File: src/rtl/query_loader_pkg.sv
`default_nettype none
// ============================================================================
// query_loader_pkg : shared frame constants, parser state encoding and sizing
// Revision 1.0
// ============================================================================
package query_loader_pkg;

    localparam logic [7:0] FRAME_HDR = 8'hA5;

    typedef enum logic [2:0] {
        ST_IDLE   = 3'd0,
        ST_VID    = 3'd1,
        ST_KVAL   = 3'd2,
        ST_QUERY  = 3'd3,
        ST_CSUM   = 3'd4,
        ST_COMMIT = 3'd5
    } loader_state_t;

    // Header + vertex id + K + query words + checksum.
    function automatic int frame_bytes(input int dim);
        return 8 + 4 * dim;
    endfunction

endpackage
`default_nettype wire

File: src/rtl/query_loader_restart_pulser.sv
`default_nettype none
// ============================================================================
// query_loader_restart_pulser : load/count-down restart pulse for the search
// Revision 1.0
// ============================================================================
module query_loader_restart_pulser #(
    parameter int RST_CYCLES = 4
) (
    input  logic clk_in,
    input  logic rst_in,
    input  logic load_in,
    output logic pulse_out
);
    localparam int              CW     = $clog2(RST_CYCLES + 1);
    localparam logic [CW-1:0]   c_load = CW'(RST_CYCLES);
    localparam logic [CW-1:0]   c_one  = CW'(1);

    logic [CW-1:0] r_cnt;

    // Pulse holds high from reset until the first load has fully counted out.
    always_ff @(posedge clk_in or negedge rst_in) begin
        if (!rst_in) begin
            r_cnt     <= '0;
            pulse_out <= 1'b1;
        end else if (load_in) begin
            r_cnt     <= c_load;
            pulse_out <= 1'b1;
        end else if (r_cnt != '0) begin
            r_cnt     <= r_cnt - 1'b1;
            pulse_out <= (r_cnt != c_one);
        end
    end

endmodule
`default_nettype wire

File: src/rtl/query_loader.sv
`default_nettype none
// ============================================================================
// query_loader : framed byte-stream parser committing checksum-valid queries
// Revision 1.0
// ============================================================================
module query_loader
    import query_loader_pkg::*;
#(
    parameter int DIM        = 2,
    parameter int TIMEOUT    = 1_000_000,
    parameter int RST_CYCLES = 4
) (
    input  logic                  clk_in,
    input  logic                  rst_in,
    input  logic [7:0]            byte_in,
    input  logic                  byte_valid_in,
    output logic [31:0]           vertex_id_out,
    output logic [15:0]           k_out,
    output logic [DIM-1:0][31:0]  query_out,
    output logic                  search_rst_out,
    output logic                  frame_ok_out,
    output logic                  frame_err_out,
    output logic                  busy_out
);
    localparam int             WCW         = $clog2(DIM) + 1;
    localparam int             IW          = $clog2(TIMEOUT + 1);
    localparam logic [WCW-1:0] c_last_word = WCW'(DIM - 1);
    localparam logic [IW-1:0]  c_timeout   = IW'(TIMEOUT);

    loader_state_t        r_state;
    logic [1:0]           r_byte_cnt;
    logic [WCW-1:0]       r_word_cnt;
    logic [IW-1:0]        r_idle_cnt;
    logic [7:0]           r_xor;
    logic [31:0]          r_vid_sh;
    logic [15:0]          r_k_sh;
    logic [DIM*32-1:0]    r_query_sh;
    logic                 w_commit;

    assign w_commit = (r_state == ST_COMMIT);

    // Fields arrive LSB first, so shadows shift right and take the new byte at the top.
    always_ff @(posedge clk_in or negedge rst_in) begin
        if (!rst_in) begin
            r_state       <= ST_IDLE;
            r_byte_cnt    <= '0;
            r_word_cnt    <= '0;
            r_idle_cnt    <= '0;
            r_xor         <= '0;
            r_vid_sh      <= '0;
            r_k_sh        <= '0;
            r_query_sh    <= '0;
            vertex_id_out <= '0;
            k_out         <= '0;
            query_out     <= '0;
            frame_ok_out  <= 1'b0;
            frame_err_out <= 1'b0;
            busy_out      <= 1'b0;
        end else begin
            frame_ok_out  <= 1'b0;
            frame_err_out <= 1'b0;
            busy_out      <= (r_state != ST_IDLE);

            if (r_state == ST_IDLE || byte_valid_in) begin
                r_idle_cnt <= '0;
            end else begin
                r_idle_cnt <= r_idle_cnt + 1'b1;
            end

            if (r_state != ST_IDLE && r_idle_cnt == c_timeout) begin
                r_state       <= ST_IDLE;
                frame_err_out <= 1'b1;
            end else begin
                case (r_state)
                    ST_IDLE: begin
                        if (byte_valid_in && byte_in == FRAME_HDR) begin
                            r_state    <= ST_VID;
                            r_xor      <= '0;
                            r_byte_cnt <= '0;
                            r_word_cnt <= '0;
                        end
                    end
                    ST_VID: begin
                        if (byte_valid_in) begin
                            r_vid_sh   <= {byte_in, r_vid_sh[31:8]};
                            r_xor      <= r_xor ^ byte_in;
                            r_byte_cnt <= r_byte_cnt + 2'd1;
                            if (r_byte_cnt == 2'd3) begin
                                r_state <= ST_KVAL;
                            end
                        end
                    end
                    ST_KVAL: begin
                        if (byte_valid_in) begin
                            r_k_sh <= {byte_in, r_k_sh[15:8]};
                            r_xor  <= r_xor ^ byte_in;
                            if (r_byte_cnt[0]) begin
                                r_byte_cnt <= '0;
                                r_state    <= ST_QUERY;
                            end else begin
                                r_byte_cnt <= r_byte_cnt + 2'd1;
                            end
                        end
                    end
                    ST_QUERY: begin
                        if (byte_valid_in) begin
                            r_query_sh <= {byte_in, r_query_sh[DIM*32-1:8]};
                            r_xor      <= r_xor ^ byte_in;
                            r_byte_cnt <= r_byte_cnt + 2'd1;
                            if (r_byte_cnt == 2'd3) begin
                                r_word_cnt <= r_word_cnt + 1'b1;
                                if (r_word_cnt == c_last_word) begin
                                    r_state <= ST_CSUM;
                                end
                            end
                        end
                    end
                    ST_CSUM: begin
                        if (byte_valid_in) begin
                            if (byte_in == r_xor) begin
                                r_state <= ST_COMMIT;
                            end else begin
                                r_state       <= ST_IDLE;
                                frame_err_out <= 1'b1;
                            end
                        end
                    end
                    ST_COMMIT: begin
                        vertex_id_out <= r_vid_sh;
                        k_out         <= r_k_sh;
                        query_out     <= r_query_sh;
                        frame_ok_out  <= 1'b1;
                        r_state       <= ST_IDLE;
                    end
                    default: begin
                        r_state <= ST_IDLE;
                    end
                endcase
            end
        end
    end

    query_loader_restart_pulser #(
        .RST_CYCLES (RST_CYCLES)
    ) u_restart_pulser (
        .clk_in    (clk_in),
        .rst_in    (rst_in),
        .load_in   (w_commit),
        .pulse_out (search_rst_out)
    );

endmodule
`default_nettype wire
File: config.mk
export PLATFORM = sky130hd
export DESIGN_NAME = query_loader
export DESIGN_NICKNAME = d
export VERILOG_FILES = /design/src/rtl/query_loader_pkg.sv /design/src/rtl/query_loader_restart_pulser.sv /design/src/rtl/query_loader.sv
export SDC_FILE = /design/constraint.sdc
export NUM_CORES = 1
export LEC_CHECK = 0
export ABC_AREA = 1
export BUFFER_PORTS_ARGS = -buffer_cell sky130_fd_sc_hd__buf_2
export CELL_PAD_IN_SITES_DETAIL_PLACEMENT = 0
export CELL_PAD_IN_SITES_GLOBAL_PLACEMENT = 1
export CORE_AREA = 2 2 172 217
export CTS_CLUSTER_DIAMETER = 150
export DETAILED_ROUTE_END_ITERATION = 16
export DIE_AREA = 0 0 174 219
export PLACE_DENSITY = 0.65
export SYNTH_ARGS = -nofsm -noshare
export SYNTH_HDL_FRONTEND = slang
export SYNTH_SLANG_ARGS = --single-unit
File: constraint.sdc
create_clock -name clk_in -period 1.8 [get_ports clk_in]
set_input_delay 0.18 -clock clk_in [delete_from_list [all_inputs] [get_ports clk_in]]
set_output_delay 0.18 -clock clk_in [all_outputs]
set_load 0.02 [all_outputs]
==> metrics <==
CTS Buf Count=28; Setup crit end kind=register; ant diodes=0; final worst path period need=roughly 1.7 ns; number of global-route vias before repair=roughly 7800; Die W=about 170 um; layout cells sized above 1=0.1961; sequential-to-total area share from yosys stat=0.6219; clk slew on worst S/H paths=around 0.06 ns; Clock Skew=approximately 0.011 ns; sequential share of power=0.422; # IOs=between 100 and 150; fmax=575.5 MHz; synthesis-to-layout area growth=27.83%; htree depth=1; status=finished clean; Worst setup SP type=register; RSZ-0062 raised after global routing=yes; Max transition margin=0.6723; required time worst endpoint=~2.2 ns; Comb pwr share=0.293; Fill cells=approximately 3700; via count=8110; Final Cell Area=roughly 14000 sq um; final cell count without fillers=1867; first-pass GRT wire length=around 42000 um; Tot Pwr=~20000 uW; antenna violations before repair=0; Tightest Hold Check Type=primary input to register; die area=approximately 38000 sq um; Critical Path AT=roughly 2.2 ns; instance area at placement=~12000 sq um; post-synth top area share=0.6194; #FFs+latches synth=roughly 270; leading area contributor after synthesis=dfrtp_1; CTS tree=built; WS Path Type=register to register; Std-Cell Rows=around 80; Leak=between 0.006 and 0.007 uW; Initial Util=0.2981; Internal=approximately 13000 uW; Core Region=between 30000 and 40000 sq um; DR iter-0 viols=between 500 and 600; Synth cell types=26; Mapped Cells=1184; Vias/cell=4.344; Max Cap Viol=0; sw power=approximately 7100 uW; clk root buf=clkbuf_16; Routed WL=approximately 27000 um; Remaining Overflow, GRT=0; Sw Share=0.3479; Worst Tran Pin Value=between 0.4 and 0.5 ns; commonest non-fill, non-tap cell in the layout=nand2_1; port buffer count=~130; final setup violating endpoints=0; worst-path maximum fanout=11; Syn Std Cell Area=around 11000 sq um; Tcrit/Tclk final=0.9654; Clock Power Share=0.285; worst skew pair latency=about 0.55 ns; Die Ht=219 um; WL/cell=around 15 um; commonest non-fill, non-tap cells in the layout=377 x nand2_1, 265 x dfrtp_1, 190 x o21ai_0, 134 x inv_1, 125 x buf_2; DR pass1 iterations=5; fin nets=1389; Post-Syn Nets=approximately 1200; ANT nets after route=0; CTS Buffer Depth=3; Final Max Tran Viols=0; Global Route Usage Sum=0.1361; Pwr per Cell Area=1481 nW/um^2; clock sink total=between 200 and 300; dpl hpwl=between 15000 and 20000 um; Final Hold Violating Endpoints=0; largest net degree at the start of global routing=between 80 and 90; VDD IR max=a little under 700 uV; placed cell count=roughly 1800; synthesized area per cell=9.042 sq um; number of synthesis warnings=0; Synth area leaders=dfrtp_1 62%, nand2_1 13%, o21ai_0 9.9%, inv_1 4.8%, nor2_1 2.1%; routability cong.=0.8439; DRC Markers=0
==> cell type report <==
class,count,area (sq um),area share
tap,480,600.6,0.04389
multi-input combinational,728,3333,0.2436
clock buffer,38,799.5,0.05843
sequential,266,6658,0.4865
timing repair buffer,207,1657,0.1211
inverter,139,524.3,0.03831
clock inverter,9,112.6,0.008229
==> routing by layer <==
layer / track usage / wire length (um) / up-vias
li1: - / - / 4108
met1: 0.1785 / 12350 / 3803
met2: 0.2258 / 12980 / 159
met3: 0.02270 / 1171 / 40
met4: 0.05266 / 680 / 0
met5: 0 / 0 / -
==> through the flow <==
| stage | utilization | setup TNS, ns | hold WS [ns] | worst slack, ns |
|---|---|---|---|---|
| floorplan | - | 0 | -0.1156 | 0.3102 |
| global placement | 0.3421 | 0 | 0.01916 | 0.07577 |
| detailed placement | 0.3421 | 0 | 0.01997 | 0.04967 |
| CTS | 0.3678 | 0 | 0.01915 | 0.009575 |
| global route | 0.3810 | -0.1889 | 0.06736 | -0.01373 |
| finish | 0.3810 | 0 | 0.04363 | 0.06227 |
==> power by group through the flow <==
stage	registers (uW)	logic, uW	clock network [uW]
4_1_cts	8570	5620	5970
3_5_place_dp	8660	5580	0
6_report	8560	5940	5770
3_3_place_gp	8630	5510	0
2_1_floorplan	9240	2790	0
5_1_grt	8760	6750	6200
==> worst max-delay path, cell delays in order (launching register included) <==
cell and delay (ns):
dfrtp_1 0.39, inv_2 0.09, ha_4 0.13, nand3_2 0.07, a21oi_2 0.15, nand3_4 0.15, buf_12 0.18, nand3_4 0.18
clkbuf_16 0.21, o21ai_0 0.07
==> timing repair <==
action	CTS	global route
endpoints found under the setup margin	0	182
endpoints found under the hold margin	266	0
gates resized for setup	0	43
setup buffers	0	11
hold buffers	1	0
==> cell families (layout without fill, tap and decap cells) <==
group / Yosys count / in the layout / share of synthesized area
buffers and inverters: 193 / 393 / 0.07749
xor gates and xnor gates: 4 / 4 / 0.003273
adders and majority gates: 8 / 8 / 0.009351
DFF: 266 / 266 / 0.6219
AOI/OAI and AO/OA: 225 / 225 / 0.1061
and+or+nand+nor: 488 / 491 / 0.1819
==> final timing paths <==
check	start	end	slack, ns	cells after the start
hold / removal	byte_in[5]	r_query_sh[61]	0.04	3
max in group asynchronous	rst_in	r_query_sh[29]	1.02	3
setup / recovery	r_idle_cnt[0]	r_vid_sh[1]	0.06	9
hold reg to reg	r_k_sh[1]	k_out[1]	0.46	2
min in group asynchronous	rst_in	query_out[60]	0.06	2
setup reg to reg	r_idle_cnt[0]	r_vid_sh[1]	0.06	9
==> state kept, by name, indices dropped and copies added, names as in the netlist <==
signal	flops
r_k_sh	16
r_idle_cnt	20
r_word_cnt	2
vertex_id_out	32
frame_err_out	1
r_xor	8
busy_out	1
r_byte_cnt	2
frame_ok_out	1
query_out	64
r_vid_sh	32
r_state	3
r_query_sh	64
k_out	16
u_restart_pulser.pulse_out	1
u_restart_pulser.r_cnt	3
==> cells in the mapped netlist <==
cell      count
o22ai_1       1
nand3_2       3
a21oi_2       1
xnor2_1       1
inv_2         3
dfrtp_1     265
clkbuf_1      2
xor2_1        3
ha_1          8
nand2_1     378
dfstp_2       1
nor2_2        1
nor3_1        7
nand3_4       1
buf_4        16
a31oi_1       2
buf_2        36
nor2_4        1
nor2_1       61
nand3_1      21
o21ai_1       2
o21ai_0     212
a21oi_1       6
inv_1       136
nand4_1      15
o211ai_1      1
No activity file was read; power rests on OpenSTA's default activity.
